--- config.mk ---
export PLATFORM = sky130hd
export DESIGN_NAME = scrub_ctrl_flat
export DESIGN_NICKNAME = d
export VERILOG_FILES = /design/src/rtl/scrub_ctrl_if.sv /design/src/rtl/scrub_ctrl.sv /design/src/flat_wrapper.sv
export SDC_FILE = /design/constraint.sdc
export NUM_CORES = 1
export LEC_CHECK = 0
export CAP_MARGIN = 0
export CORE_MARGIN = 2
export CORE_UTILIZATION = 27
export DETAILED_ROUTE_END_ITERATION = 8
export PLACE_DENSITY = 0.58
export SLEW_MARGIN = 20
export SYNTH_ARGS = -nofsm -noshare
export SYNTH_HDL_FRONTEND = slang
export SYNTH_SLANG_ARGS = --single-unit
--- constraint.sdc ---
create_clock -name clk -period 2.95 [get_ports clk]
set_input_delay 0.59 -clock clk [delete_from_list [all_inputs] [get_ports clk]]
set_output_delay 0.59 -clock clk [all_outputs]
set_load 0.01 [all_outputs]
--- src/rtl/scrub_ctrl_if.sv ---
// Host request/response and single-port RAM command bundle for scrub_ctrl.
// slave = controller view, master = host plus RAM view.
interface scrub_ctrl_if #(
  parameter int ADDR_W = 4
);
  logic              host_req;
  logic              host_we;
  logic [ADDR_W-1:0] host_addr;
  logic [9:0]        host_wdata;
  logic              host_gnt;
  logic              host_rvalid;
  logic [9:0]        host_rdata;
  logic [ADDR_W-1:0] ram_addr;
  logic [9:0]        ram_wr_data;
  logic              ram_rd_en;
  logic              ram_wr_en;
  logic [9:0]        ram_rd_data;

  modport slave (
    input  host_req, host_we, host_addr, host_wdata, ram_rd_data,
    output host_gnt, host_rvalid, host_rdata, ram_addr, ram_wr_data, ram_rd_en, ram_wr_en
  );

  modport master (
    output host_req, host_we, host_addr, host_wdata, ram_rd_data,
    input  host_gnt, host_rvalid, host_rdata, ram_addr, ram_wr_data, ram_rd_en, ram_wr_en
  );
endinterface

--- src/rtl/scrub_ctrl.sv ---
// Scrubber for a small RAM: periodic golden-pattern walk with rewrite of bad words; RAM commands are combinational.
// The host always wins the single RAM port; the scrub step stalls on contention, except CMP, which needs no port slot.
module scrub_ctrl #(
  parameter int         NUM_WORDS      = 4,
  parameter int         ADDR_W         = 4,
  parameter int         SCRUB_INTERVAL = 1024,
  parameter logic [9:0] GOLD_EVEN      = 10'h3FF,
  parameter logic [9:0] GOLD_ODD       = 10'h000,
  parameter int         CNT_W          = 8
) (
  input  logic             clk,
  input  logic             rst_n,
  input  logic             scrub_en,
  input  logic             scrub_force,
  scrub_ctrl_if.slave      bus,
  output logic [CNT_W-1:0] err_cnt,
  output logic             scrub_busy,
  output logic             scrub_done
);

  localparam int                IW      = $clog2(SCRUB_INTERVAL);
  localparam logic [IW-1:0]     IV_LAST = IW'(SCRUB_INTERVAL - 1);
  localparam logic [ADDR_W-1:0] A_LAST  = ADDR_W'(NUM_WORDS - 1);

  typedef enum logic [1:0] {S_IDLE, S_RD, S_CMP, S_WR} state_e;

  state_e            state_q, state_d;
  logic [ADDR_W-1:0] addr_q, addr_d;
  logic [IW-1:0]     ivl_q, ivl_d;
  logic [CNT_W-1:0]  err_q, err_d;
  logic              mism_q, mism_d;
  logic              done_q, done_d;
  logic              rvalid_q, rvalid_d;

  function automatic logic [9:0] golden(input logic [ADDR_W-1:0] a);
    return a[0] ? GOLD_ODD : GOLD_EVEN;
  endfunction

  always_ff @(posedge clk or negedge rst_n) begin
    if (!rst_n) begin
      state_q  <= S_IDLE;
      addr_q   <= '0;
      ivl_q    <= '0;
      err_q    <= '0;
      mism_q   <= 1'b0;
      done_q   <= 1'b0;
      rvalid_q <= 1'b0;
    end else begin
      state_q  <= state_d;
      addr_q   <= addr_d;
      ivl_q    <= ivl_d;
      err_q    <= err_d;
      mism_q   <= mism_d;
      done_q   <= done_d;
      rvalid_q <= rvalid_d;
    end
  end

  always_comb begin
    state_d  = state_q;
    addr_d   = addr_q;
    ivl_d    = ivl_q;
    err_d    = err_q;
    mism_d   = mism_q;
    done_d   = 1'b0;
    rvalid_d = bus.host_req & ~bus.host_we;
    case (state_q)
      S_IDLE: begin
        // A host access in IDLE freezes the interval count so a due pass starts right after it.
        if (!scrub_en)          ivl_d = '0;
        else if (!bus.host_req) ivl_d = ivl_q + IW'(1);
        if (!bus.host_req && ((scrub_en && ivl_q == IV_LAST) || scrub_force)) begin
          state_d = S_RD;
          addr_d  = '0;
          ivl_d   = '0;
        end
      end
      S_RD: begin
        if (!bus.host_req) state_d = S_CMP;
      end
      S_CMP: begin
        mism_d = (bus.ram_rd_data != golden(addr_q));
        if (mism_d) begin
          state_d = S_WR;
        end else if (addr_q == A_LAST) begin
          state_d = S_IDLE;
          done_d  = 1'b1;
        end else begin
          state_d = S_RD;
          addr_d  = addr_q + ADDR_W'(1);
        end
      end
      S_WR: begin
        if (!bus.host_req) begin
          if (mism_q && err_q != '1) err_d = err_q + CNT_W'(1);
          mism_d = 1'b0;
          if (addr_q == A_LAST) begin
            state_d = S_IDLE;
            done_d  = 1'b1;
          end else begin
            state_d = S_RD;
            addr_d  = addr_q + ADDR_W'(1);
          end
        end
      end
      default: state_d = S_IDLE;
    endcase
  end

  always_comb begin
    bus.host_gnt    = 1'b0;
    bus.ram_addr    = '0;
    bus.ram_wr_data = '0;
    bus.ram_rd_en   = 1'b0;
    bus.ram_wr_en   = 1'b0;
    if (rst_n) begin
      if (bus.host_req) begin
        bus.host_gnt = 1'b1;
        bus.ram_addr = bus.host_addr;
        if (bus.host_we) begin
          bus.ram_wr_en   = 1'b1;
          bus.ram_wr_data = bus.host_wdata;
        end else begin
          bus.ram_rd_en = 1'b1;
        end
      end else begin
        case (state_q)
          S_RD: begin
            bus.ram_rd_en = 1'b1;
            bus.ram_addr  = addr_q;
          end
          S_WR: begin
            bus.ram_wr_en   = 1'b1;
            bus.ram_addr    = addr_q;
            bus.ram_wr_data = golden(addr_q);
          end
          default: ;
        endcase
      end
    end
  end

  assign bus.host_rvalid = rvalid_q;
  assign bus.host_rdata  = bus.ram_rd_data;
  assign err_cnt         = err_q;
  assign scrub_busy      = (state_q != S_IDLE);
  assign scrub_done      = done_q;

endmodule

--- src/flat_wrapper.sv ---
// flat-port wrapper written by rule: the top's interface ports become plain ports
module scrub_ctrl_flat 
#(
  parameter int         NUM_WORDS      = 4,
  parameter int         ADDR_W         = 4,
  parameter int         SCRUB_INTERVAL = 1024,
  parameter logic [9:0] GOLD_EVEN      = 10'h3FF,
  parameter logic [9:0] GOLD_ODD       = 10'h000,
  parameter int         CNT_W          = 8
)
  (clk, rst_n, scrub_en, scrub_force, err_cnt, scrub_busy, scrub_done, bus_host_req, bus_host_we, bus_host_addr, bus_host_wdata, bus_ram_rd_data, bus_host_gnt, bus_host_rvalid, bus_host_rdata, bus_ram_addr, bus_ram_wr_data, bus_ram_rd_en, bus_ram_wr_en);
  scrub_ctrl_if #(.ADDR_W(ADDR_W)) bus_i ();
  input  logic clk;
  input  logic rst_n;
  input  logic scrub_en;
  input  logic scrub_force;
  output logic [CNT_W-1:0] err_cnt;
  output logic scrub_busy;
  output logic scrub_done;
  input wire logic [$bits(bus_i.host_req)-1:0] bus_host_req;
  input wire logic [$bits(bus_i.host_we)-1:0] bus_host_we;
  input wire logic [$bits(bus_i.host_addr)-1:0] bus_host_addr;
  input wire logic [$bits(bus_i.host_wdata)-1:0] bus_host_wdata;
  input wire logic [$bits(bus_i.ram_rd_data)-1:0] bus_ram_rd_data;
  output wire logic [$bits(bus_i.host_gnt)-1:0] bus_host_gnt;
  output wire logic [$bits(bus_i.host_rvalid)-1:0] bus_host_rvalid;
  output wire logic [$bits(bus_i.host_rdata)-1:0] bus_host_rdata;
  output wire logic [$bits(bus_i.ram_addr)-1:0] bus_ram_addr;
  output wire logic [$bits(bus_i.ram_wr_data)-1:0] bus_ram_wr_data;
  output wire logic [$bits(bus_i.ram_rd_en)-1:0] bus_ram_rd_en;
  output wire logic [$bits(bus_i.ram_wr_en)-1:0] bus_ram_wr_en;
  assign bus_i.host_req = bus_host_req;
  assign bus_i.host_we = bus_host_we;
  assign bus_i.host_addr = bus_host_addr;
  assign bus_i.host_wdata = bus_host_wdata;
  assign bus_i.ram_rd_data = bus_ram_rd_data;
  assign bus_host_gnt = bus_i.host_gnt;
  assign bus_host_rvalid = bus_i.host_rvalid;
  assign bus_host_rdata = bus_i.host_rdata;
  assign bus_ram_addr = bus_i.ram_addr;
  assign bus_ram_wr_data = bus_i.ram_wr_data;
  assign bus_ram_rd_en = bus_i.ram_rd_en;
  assign bus_ram_wr_en = bus_i.ram_wr_en;
  scrub_ctrl #(.NUM_WORDS(NUM_WORDS), .ADDR_W(ADDR_W), .SCRUB_INTERVAL(SCRUB_INTERVAL), .GOLD_EVEN(GOLD_EVEN), .GOLD_ODD(GOLD_ODD), .CNT_W(CNT_W)) u_core (.clk(clk), .rst_n(rst_n), .scrub_en(scrub_en), .scrub_force(scrub_force), .bus(bus_i), .err_cnt(err_cnt), .scrub_busy(scrub_busy), .scrub_done(scrub_done));
endmodule
# Word level (Yosys, flattened, before mapping)
# Cells that the tools add are included.
[word_totals]
output_inout_bits = 38
elab_cells = 78
reg_bits = 27
in_bits = 30
[op_classes]
bitwise_logic = 3
eq_ne = 12
n_addsub = 3
n_reduce_logical = 15
n_mux = 38
[ops]
columns = ["cell", "count"]
rows = [
  ["10-bit two-way mux", 8],
  ["4-bit two-way mux", 7],
  ["1-bit two-way mux", 15],
  ["4-bit case mux with 3 select lines", 1],
  ["10-bit by 1-bit adder with 10-bit output, second input constant", 1],
  ["10-bit == test, second input constant", 1],
  ["10-bit inequality test", 1],
  ["8-bit by 1-bit adder with 8-bit output, second input constant", 1],
  ["2-bit two-way mux", 4],
  ["8-bit inequality test, second input constant", 1],
  ["2-bit case mux with 4 select lines", 1],
  ["2-bit inequality test, second input constant", 3],
  ["3-bit AND reduction", 2],
  ["4-bit by 1-bit adder with 4-bit output, second input constant", 1],
  ["2-bit == test, second input constant", 2],
  ["4-bit by 2-bit == test with 1-bit output, second input constant", 1],
  ["1-bit case mux with 2 select lines", 2],
  ["2-bit AND reduction", 2],
  ["4-bit AND reduction", 1],
  ["2-bit nonzero test", 2],
  ["1-bit logical AND", 3],
  ["3-bit by 2-bit inequality test with 1-bit output, second input constant", 1],
  ["3-bit nonzero test", 1],
  ["2-bit by 1-bit == test with 1-bit output, second input constant", 1],
  ["7 further kinds", 8],
]

# Longest topological paths before layout
# Gate-level depths: netlist of run 1.
[depth]
depth_word = 6
mapped_depth = 6
depth_no_buf = 6

# Worst setup path after synthesis of run 1
# Ideal clock, no wire load.
[synth_path]
path_kind = "input-to-output"
start = "input bus_host_req"
end = "output bus_ram_wr_data[0]"
arrival_ps = 1694
required_ps = 2360
n_path_buf = 1
stages = 5
path_slack_ps = 666
path_cell_list = "clkbuf_1 > a22oi_1 > nor2b_1 > o21ai_1 > a21oi_1"
[synth_via]
elab_chain_len = 2
[synth_lines]
columns = ["item", "line_no", "rtl"]
rows = [
  ["start, declared", "flat_wrapper.sv:20", "input wire logic [$bits(bus_i.host_req)-1:0] bus_host_req;"],
  ["10-bit two-way mux", "scrub_ctrl.sv:117", "if (bus.host_req) begin"],
  ["10-bit two-way mux", "scrub_ctrl.sv:116", "if (rst_n) begin"],
  ["end, declared", "flat_wrapper.sv:29", "output wire logic [$bits(bus_i.ram_wr_data)-1:0] bus_ram_wr_data;"],
]
# No other way between the ends.

# Worst setup path after layout of run 1
[layout_path]
start = "input bus_host_we"
end = "output bus_ram_wr_data[9]"
[layout_via]
elab_chain_len = 3
[layout_lines]
columns = ["item", "line_no", "rtl"]
rows = [
  ["start, declared", "flat_wrapper.sv:21", "input wire logic [$bits(bus_i.host_we)-1:0] bus_host_we;"],
  ["10-bit two-way mux", "scrub_ctrl.sv:120", "if (bus.host_we) begin"],
  ["10-bit two-way mux", "scrub_ctrl.sv:117", ""],
  ["10-bit two-way mux", "scrub_ctrl.sv:116", ""],
]
# No other way between the ends.

==> results.tsv, run 1 <==
stage	metric	value	unit
outcome	status	complete, no violations	
setup_path	cp.arrival	2.22	ns
die	core	0.006241	sq mm
logic_synthesis	synth_ff_type	dfrtp_1	
logic_synthesis	synth_fa_ha_area_frac	0.02188	
power	leakage	1.190	nW
detailed_routing	avgRoutedWirePerCell	12.81	um
sta	setup_viol	0	
setup_path	crit_type	in2out	
cts	clockBufferDepth	2	
detailed_routing	vias	1592	
finish	syn_to_final_growth	48.29	%
global_routing	overflow	0	
sta	min_period	2.809	ns
logic_synthesis	synth_warnings	0	
global_routing	antenna_found_initial	0	
setup_path	crit_start	bus_host_we	
detailed_routing	viasPerCell	4.669	
sta	rsz0062_at_grt	false	
job	drv_cap	0	
power	power.switching	0.5816	mW
setup_path	end_kind	output port	
sta	fin_skew	0.008059	ns
logic_synthesis	synthTopCellsByArea	dfrtp_1, nand2_1, xor2_1	
finish	drive_above_1_share	0.1174	
sta	tightest_slew	0.5176	ns
sta	max_freq	356.0	MHz
logic_synthesis	synth_top_family_by_area	simple AND/OR/NAND/NOR gates	
global_routing	grt_max_degree	19	
place	routabilityCongestion	0.7745	
finish	fin_util	0.4076	
logic_synthesis	synth_async_sr_flop_share	1.000	
logic_synthesis	yosys.cell_count.top_type	dfrtp_1	
setup_path	rr_worst_depth	6	
place	dp_slack	-0.1212	ns
logic_synthesis	synthXorXnorAreaFrac	0.07659	
die	die_h	83.71	um
cts	clk_pin_slew	0.10	ns
logic_synthesis	synth_compound_area_frac	0.1481	
logic_synthesis	synth_common_cells	dfrtp_1, nand2_1, nor2_1, inv_1, a21oi_1	
global_routing	first_global_vias	1619	
die	floorplan.initialDensity	0.2749	
detailed_routing	firstDrtPassIters	4	
finish	diodes	0	
cts	cts_buffers	3	
power	ir_drop	0.0002315	V
logic_synthesis	syn-num-nets	229	
cts	clock_latency	0.28	ns
logic_synthesis	yosysUniqueCellTypes	39	
place	hpwlAfterDp	3.270	mm
power	p_sw_frac	0.3827	
sta	holdWs	0.5212	ns
die	row_count	29	
logic_synthesis	synth_simple_gate_area_frac	0.2502	
place	dpl_cell_area	0.002439	sq mm
sta	fin_crit_sh	0.9522	
die	num_io_pins	68	
die	die_area	0.007007	sq mm
sta	hold_viol	0	
global_routing	grt_pass1_wl	7.293	mm
power	p_int	0.9383	mW
setup_path	critical_path_required	2.36	ns
logic_synthesis	yosysTopAreaCellShare	0.3939	
setup_path	cp_max_fo	5	
power	clkPwrFrac	0.146	
detailed_routing	drcViolationCount	0	
place	port-buffer-count	67	
die	fp.dieW	83.71	um
setup_path	startpoint_type	input port	
logic_synthesis	synth_seq_cells	27	
detailed_routing	final_antenna_net_count	0	
power	powerDensity	597.5	mW/mm^2
finish	nets	298	
setup_path	r2r-start	u_core.ivl_q[0]$_DFFE_PN0P_	
logic_synthesis	synth_edf_count	0	
detailed_routing	routed_wirelength	4.369	mm
setup_path	crit_end	bus_ram_wr_data[9]	
place	placed_cells	333	
sta	slew_viol_final	0	
setup_path	reg2reg_slack	1.03	ns
cts	clock-sinks	27	
global_routing	track_usage	0.1259	
logic_synthesis	ys_seq_area_frac	0.3939	
cts	root_buffer	clkbuf_8	
sta	slew_headroom	0.6537	
sta	finalSetupTns	0	ns
sta	setup_slack	0.1410	ns
cts	htree_levels	1	
finish	fin_area	0.002544	sq mm
logic_synthesis	synthesis.area	0.001715	sq mm
power	p_seq_frac	0.387	
finish	stdcell_count	341	
logic_synthesis	syn_inst	196	
logic_synthesis	avgSynthCellArea	8.752	sq um
power	design_power_total	1.520	mW
min_path	hold_class	reg2reg	
power	p_comb_frac	0.468	
detailed_routing	drtIter0Drc	34	
setup_path	r2r_end	u_core.addr_q[2]$_DFFE_PN0P_	
logic_synthesis	synth_mux_area_frac	0.01823	
logic_synthesis	yosysTopAreaCell	dfrtp_1	
cts	tritoncts	done	
-- layout by cell type, fill, tap and decap left out, types with 2 or more instances in the layout --
cell             Yosys  routed
dlymetal6s2s_1       0       7
nor3_1               6       6
and2_1               7       7
mux2i_1              2       2
nand4_1              5       5
nand2_1             21      21
dfrtp_1             27      27
nand4b_1             2       2
xnor2_1              6       6
a31oi_1              3       3
nor2b_1              5       3
nand3_1              9       9
o21ai_2              1       3
a22oi_1              2       2
nor2_1              19      19
nor2b_2              0       2
a21oi_1             12      12
o21ai_0              5       5
o21a_1               2       2
buf_4               10      11
clkdlybuf4s50_1      0      59
clkbuf_8             1       3
and3_2               3       3
xor2_1               9       9
a22o_1               4       4
ha_1                 3       3
inv_1               14      14
-- worst min path at each step --
| stage | from | to | depth (start not counted) |
|---|---|---|---|
| global route | u_core.err_cnt[7]$_DFFE_PN0P_ | u_core.err_cnt[7]$_DFFE_PN0P_ | 1 |
| global placement | u_core.mism_q$_DFFE_PN0P_ | u_core.mism_q$_DFFE_PN0P_ | 1 |
| finish | u_core.err_cnt[5]$_DFFE_PN0P_ | u_core.err_cnt[5]$_DFFE_PN0P_ | 1 |
| floorplan | rst_n | u_core.addr_q[0]$_DFFE_PN0P_ | 0 |
| detailed placement | u_core.mism_q$_DFFE_PN0P_ | u_core.mism_q$_DFFE_PN0P_ | 1 |
| CTS | u_core.err_cnt[5]$_DFFE_PN0P_ | u_core.err_cnt[5]$_DFFE_PN0P_ | 1 |
-- power groups by stage --
stage | combinational [mW] | clock (mW) | sequential [mW]
after detailed placement | 0.698 | 0 | 0.596
after global placement | 0.693 | 0 | 0.592
final | 0.711 | 0.221 | 0.587
after global routing | 0.797 | 0.255 | 0.603
after CTS | 0.719 | 0.231 | 0.588
after floorplan | 0.410 | 0 | 0.581
-- layer usage --
layer  up-vias  routed length, um  track usage
li1        806                  -            -
met2        39               2054       0.2109
met4         0                 33      0.03812
met1       743               2080       0.1629
met3         4                201      0.02671
met5         -                  0            0
-- repair_timing --
item | CTS | global route
hold buffers | 0 | 0
gates cloned | 1 | 0
resized for setup | 4 | 8
buffers inserted | 2 | 1
endpoints found under the setup margin | 10 | 11
-- cells by family after synthesis --
family | after synthesis
simple gates | 83
compound gates | 36
buf+inv | 29
flops | 27
xor+xnor | 15
mux | 3
fa+ha+maj | 3
-- state kept, by name, summed over array words and instances, names as in the netlist --
signal / count
u_core.scrub_done: 1
u_core.addr_q: 4
u_core.mism_q: 1
u_core.err_cnt: 8
u_core.bus.host_rvalid: 1
u_core.ivl_q: 10
u_core.state_q: 2
-- critical path: stages --
cell,delay (ns)
clkdlybuf4s50_1,0.51
a22oi_1,0.11
nor2b_2,0.19
o21ai_2,0.12
a21oi_1,0.14
clkdlybuf4s50_1,0.55
-- area by class of cell --
| cell class | count | area, sq um |
|---|---|---|
| clock buffer | 3 | 41.29 |
| clock inverter | 1 | 7.507 |
| fill | 652 | 3697 |
| inverter | 14 | 52.55 |
| multi-input combinational | 141 | 900.9 |
| sequential | 27 | 675.6 |
| tap | 77 | 96.34 |
| timing repair buffer | 78 | 769.5 |
Power figures use the tool's default switching activity.
==> run 2, diff against run 1 <==
CAP_MARGIN = 20   (was 0)
==> results of run 2 <==
Final layout, timing and power as in run 1 (identical DEF).
==> run 3, diff against run 2 <==
clock period = 2.9 ns   (was 2.95 ns; I/O delays follow)
==> run 3 against run 2 <==
Critical path depth is the same. Via count down 1.3%. Total power is 0.42% higher. Highest routed layer unchanged. Clock skew fell by 0.0059 ns. Final cell count down 1.2%. Largest power group unchanged. Sequential share of layout area up 0.41 points. Worst setup slack worse by 0.035 ns. Critical path type unchanged. Critical endpoint is now bus_ram_wr_data[1].
==> results.tsv, run 3 (synthesis gave the netlist of run 1 again) <==
stage	metric	value	unit
min_path	worst_hold_path.endpoint	u_core.err_cnt[7]$_DFFE_PN0P_	
setup_path	cp_max_fo	10	
die	row_count	29	
finish	largest_reg_flops	10	
finish	diodes	0	
power	p_int	0.9482	mW
finish	drive_above_1_share	0.1000	
power	p_sw_frac	0.3788	
global_routing	antenna_found_initial	0	
power	clkPwrFrac	0.142	
detailed_routing	drcViolationCount	0	
power	leakage	1.113	nW
setup_path	cp.arrival	2.21	ns
global_routing	grt_pass1_wl	7.396	mm
sta	tightest_slew	0.5287	ns
min_path	hold_class	reg2reg	
global_routing	overflow	0	
die	die_h	83.71	um
die	fp.dieW	83.71	um
sta	fin_skew	0.002182	ns
setup_path	r2r_end	u_core.addr_q[2]$_DFFE_PN0P_	
power	p_seq_frac	0.389	
setup_path	startpoint_type	input port	
power	powerDensity	609.4	mW/mm^2
place	dpl_cell_area	0.002431	sq mm
finish	fin_area	0.002505	sq mm
finish	nets	294	
sta	slew_headroom	0.6462	
setup_path	rr_worst_depth	6	
detailed_routing	vias	1571	
sta	setup_viol	0	
cts	holdBufCountCts	0	
sta	min_period	2.794	ns
cts	clock-sinks	27	
cts	clock_latency	0.27	ns
finish	regMostFlops	u_core.ivl_q	
setup_path	reg2reg_slack	1.02	ns
cts	root_buffer	clkbuf_8	
global_routing	first_global_vias	1593	
die	num_io_pins	68	
die	core	0.006241	sq mm
sta	slew_viol_final	0	
setup_path	r2r-start	u_core.ivl_q[0]$_DFFE_PN0P_	
cts	tritoncts	done	
place	port-buffer-count	67	
setup_path	critical_path_required	2.32	ns
min_path	min_from	u_core.err_cnt[7]$_DFFE_PN0P_	
outcome	status	complete, no violations	
sta	hold_viol	0	
power	ir_drop	0.0002520	V
sta	fin_crit_sh	0.9635	
global_routing	track_usage	0.1278	
cts	clk_pin_slew	0.09	ns
finish	syn_to_final_growth	46.02	%
detailed_routing	avgRoutedWirePerCell	12.92	um
cts	cts_buffers	3	
finish	most-common-layout-cells	clkdlybuf4s50_1, dfrtp_1, nand2_1, nor2_1, inv_1	
place	hpwlAfterDp	3.352	mm
detailed_routing	firstDrtPassIters	5	
cts	htree_levels	1	
sta	holdWs	0.5218	ns
sta	rsz0062_at_grt	false	
power	p_comb_frac	0.468	
power	power.switching	0.5782	mW
detailed_routing	drtIter0Drc	33	
setup_path	crit_type	in2out	
detailed_routing	viasPerCell	4.662	
die	die_area	0.007007	sq mm
die	floorplan.initialDensity	0.2749	
finish	final_common_cell	clkdlybuf4s50_1	
detailed_routing	final_antenna_net_count	0	
global_routing	grt_max_degree	19	
setup_path	end_kind	output port	
place	routabilityCongestion	0.7649	
cts	clockBufferDepth	2	
detailed_routing	routed_wirelength	4.354	mm
sta	max_freq	357.9	MHz
min_path	hold_path_depth	1	
job	drv_cap	0	
run 3: through the flow:
step	cells	worst slack [ns]	TNS (ns)	util	total power [mW]
after detailed placement	332	-0.1495	-1.379	0.3895	1.313
final	337	0.1058	0	0.4014	1.526
after floorplan	196	0.6363	0	-	1.009
after CTS	337	0.004020	0	0.3998	1.542
after global placement	332	-0.1270	-1.175	0.3895	1.304
after global routing	337	0.03233	0	0.4014	1.650
run 3: power groups by stage:
stage | Clock, mW | Combinational (mW) | Sequential, mW
after global placement | 0 | 0.701 | 0.602
after CTS | 0.224 | 0.724 | 0.594
after floorplan | 0 | 0.417 | 0.591
after detailed placement | 0 | 0.711 | 0.602
final | 0.217 | 0.715 | 0.594
after global routing | 0.242 | 0.798 | 0.610
run 3: worst max-delay path, stage by stage:
cell and delay [ns]:
clkdlybuf4s50_1 0.52, a22oi_1 0.11, nor2b_2 0.19, o21ai_4 0.13
a21oi_1 0.14, clkdlybuf4s50_1 0.55
run 3: worst max path at each step:
stage | slack, ns | end | cells past startpoint | from
2_1_floorplan | 0.64 | bus_ram_wr_data[0] | 5 | bus_host_req
3_3_place_gp | -0.13 | bus_ram_wr_data[4] | 7 | bus_host_req
3_5_place_dp | -0.15 | bus_ram_wr_data[6] | 7 | bus_host_req
4_1_cts | 0.004 | bus_ram_wr_data[0] | 7 | bus_host_req
5_1_grt | 0.03 | bus_ram_wr_data[1] | 6 | bus_host_we
6_report | 0.11 | bus_ram_wr_data[1] | 6 | bus_host_we
run 3: cell type report:
type | instances | area (sq um)
timing repair buffer | 75 | 735.7
inverter | 14 | 52.55
clock buffer | 4 | 45.04
sequential | 27 | 675.6
fill | 639 | 3736
multi-input combinational | 140 | 899.6
tap | 77 | 96.34
run 3: metal layers:
layer | GRT usage | wire length, um | vias up
met2 | 0.2058 | 2019 | 44
met1 | 0.1733 | 2094 | 734
li1 | - | - | 791
met5 | 0 | 0 | -
met4 | 0.02639 | 21 | 0
met3 | 0.03363 | 219 | 2
run 3: repair_timing:
item,in CTS,in global routing
cloned,0,0
buffers inserted,1,0
setup endpoints to repair,10,10
resized for setup,5,4
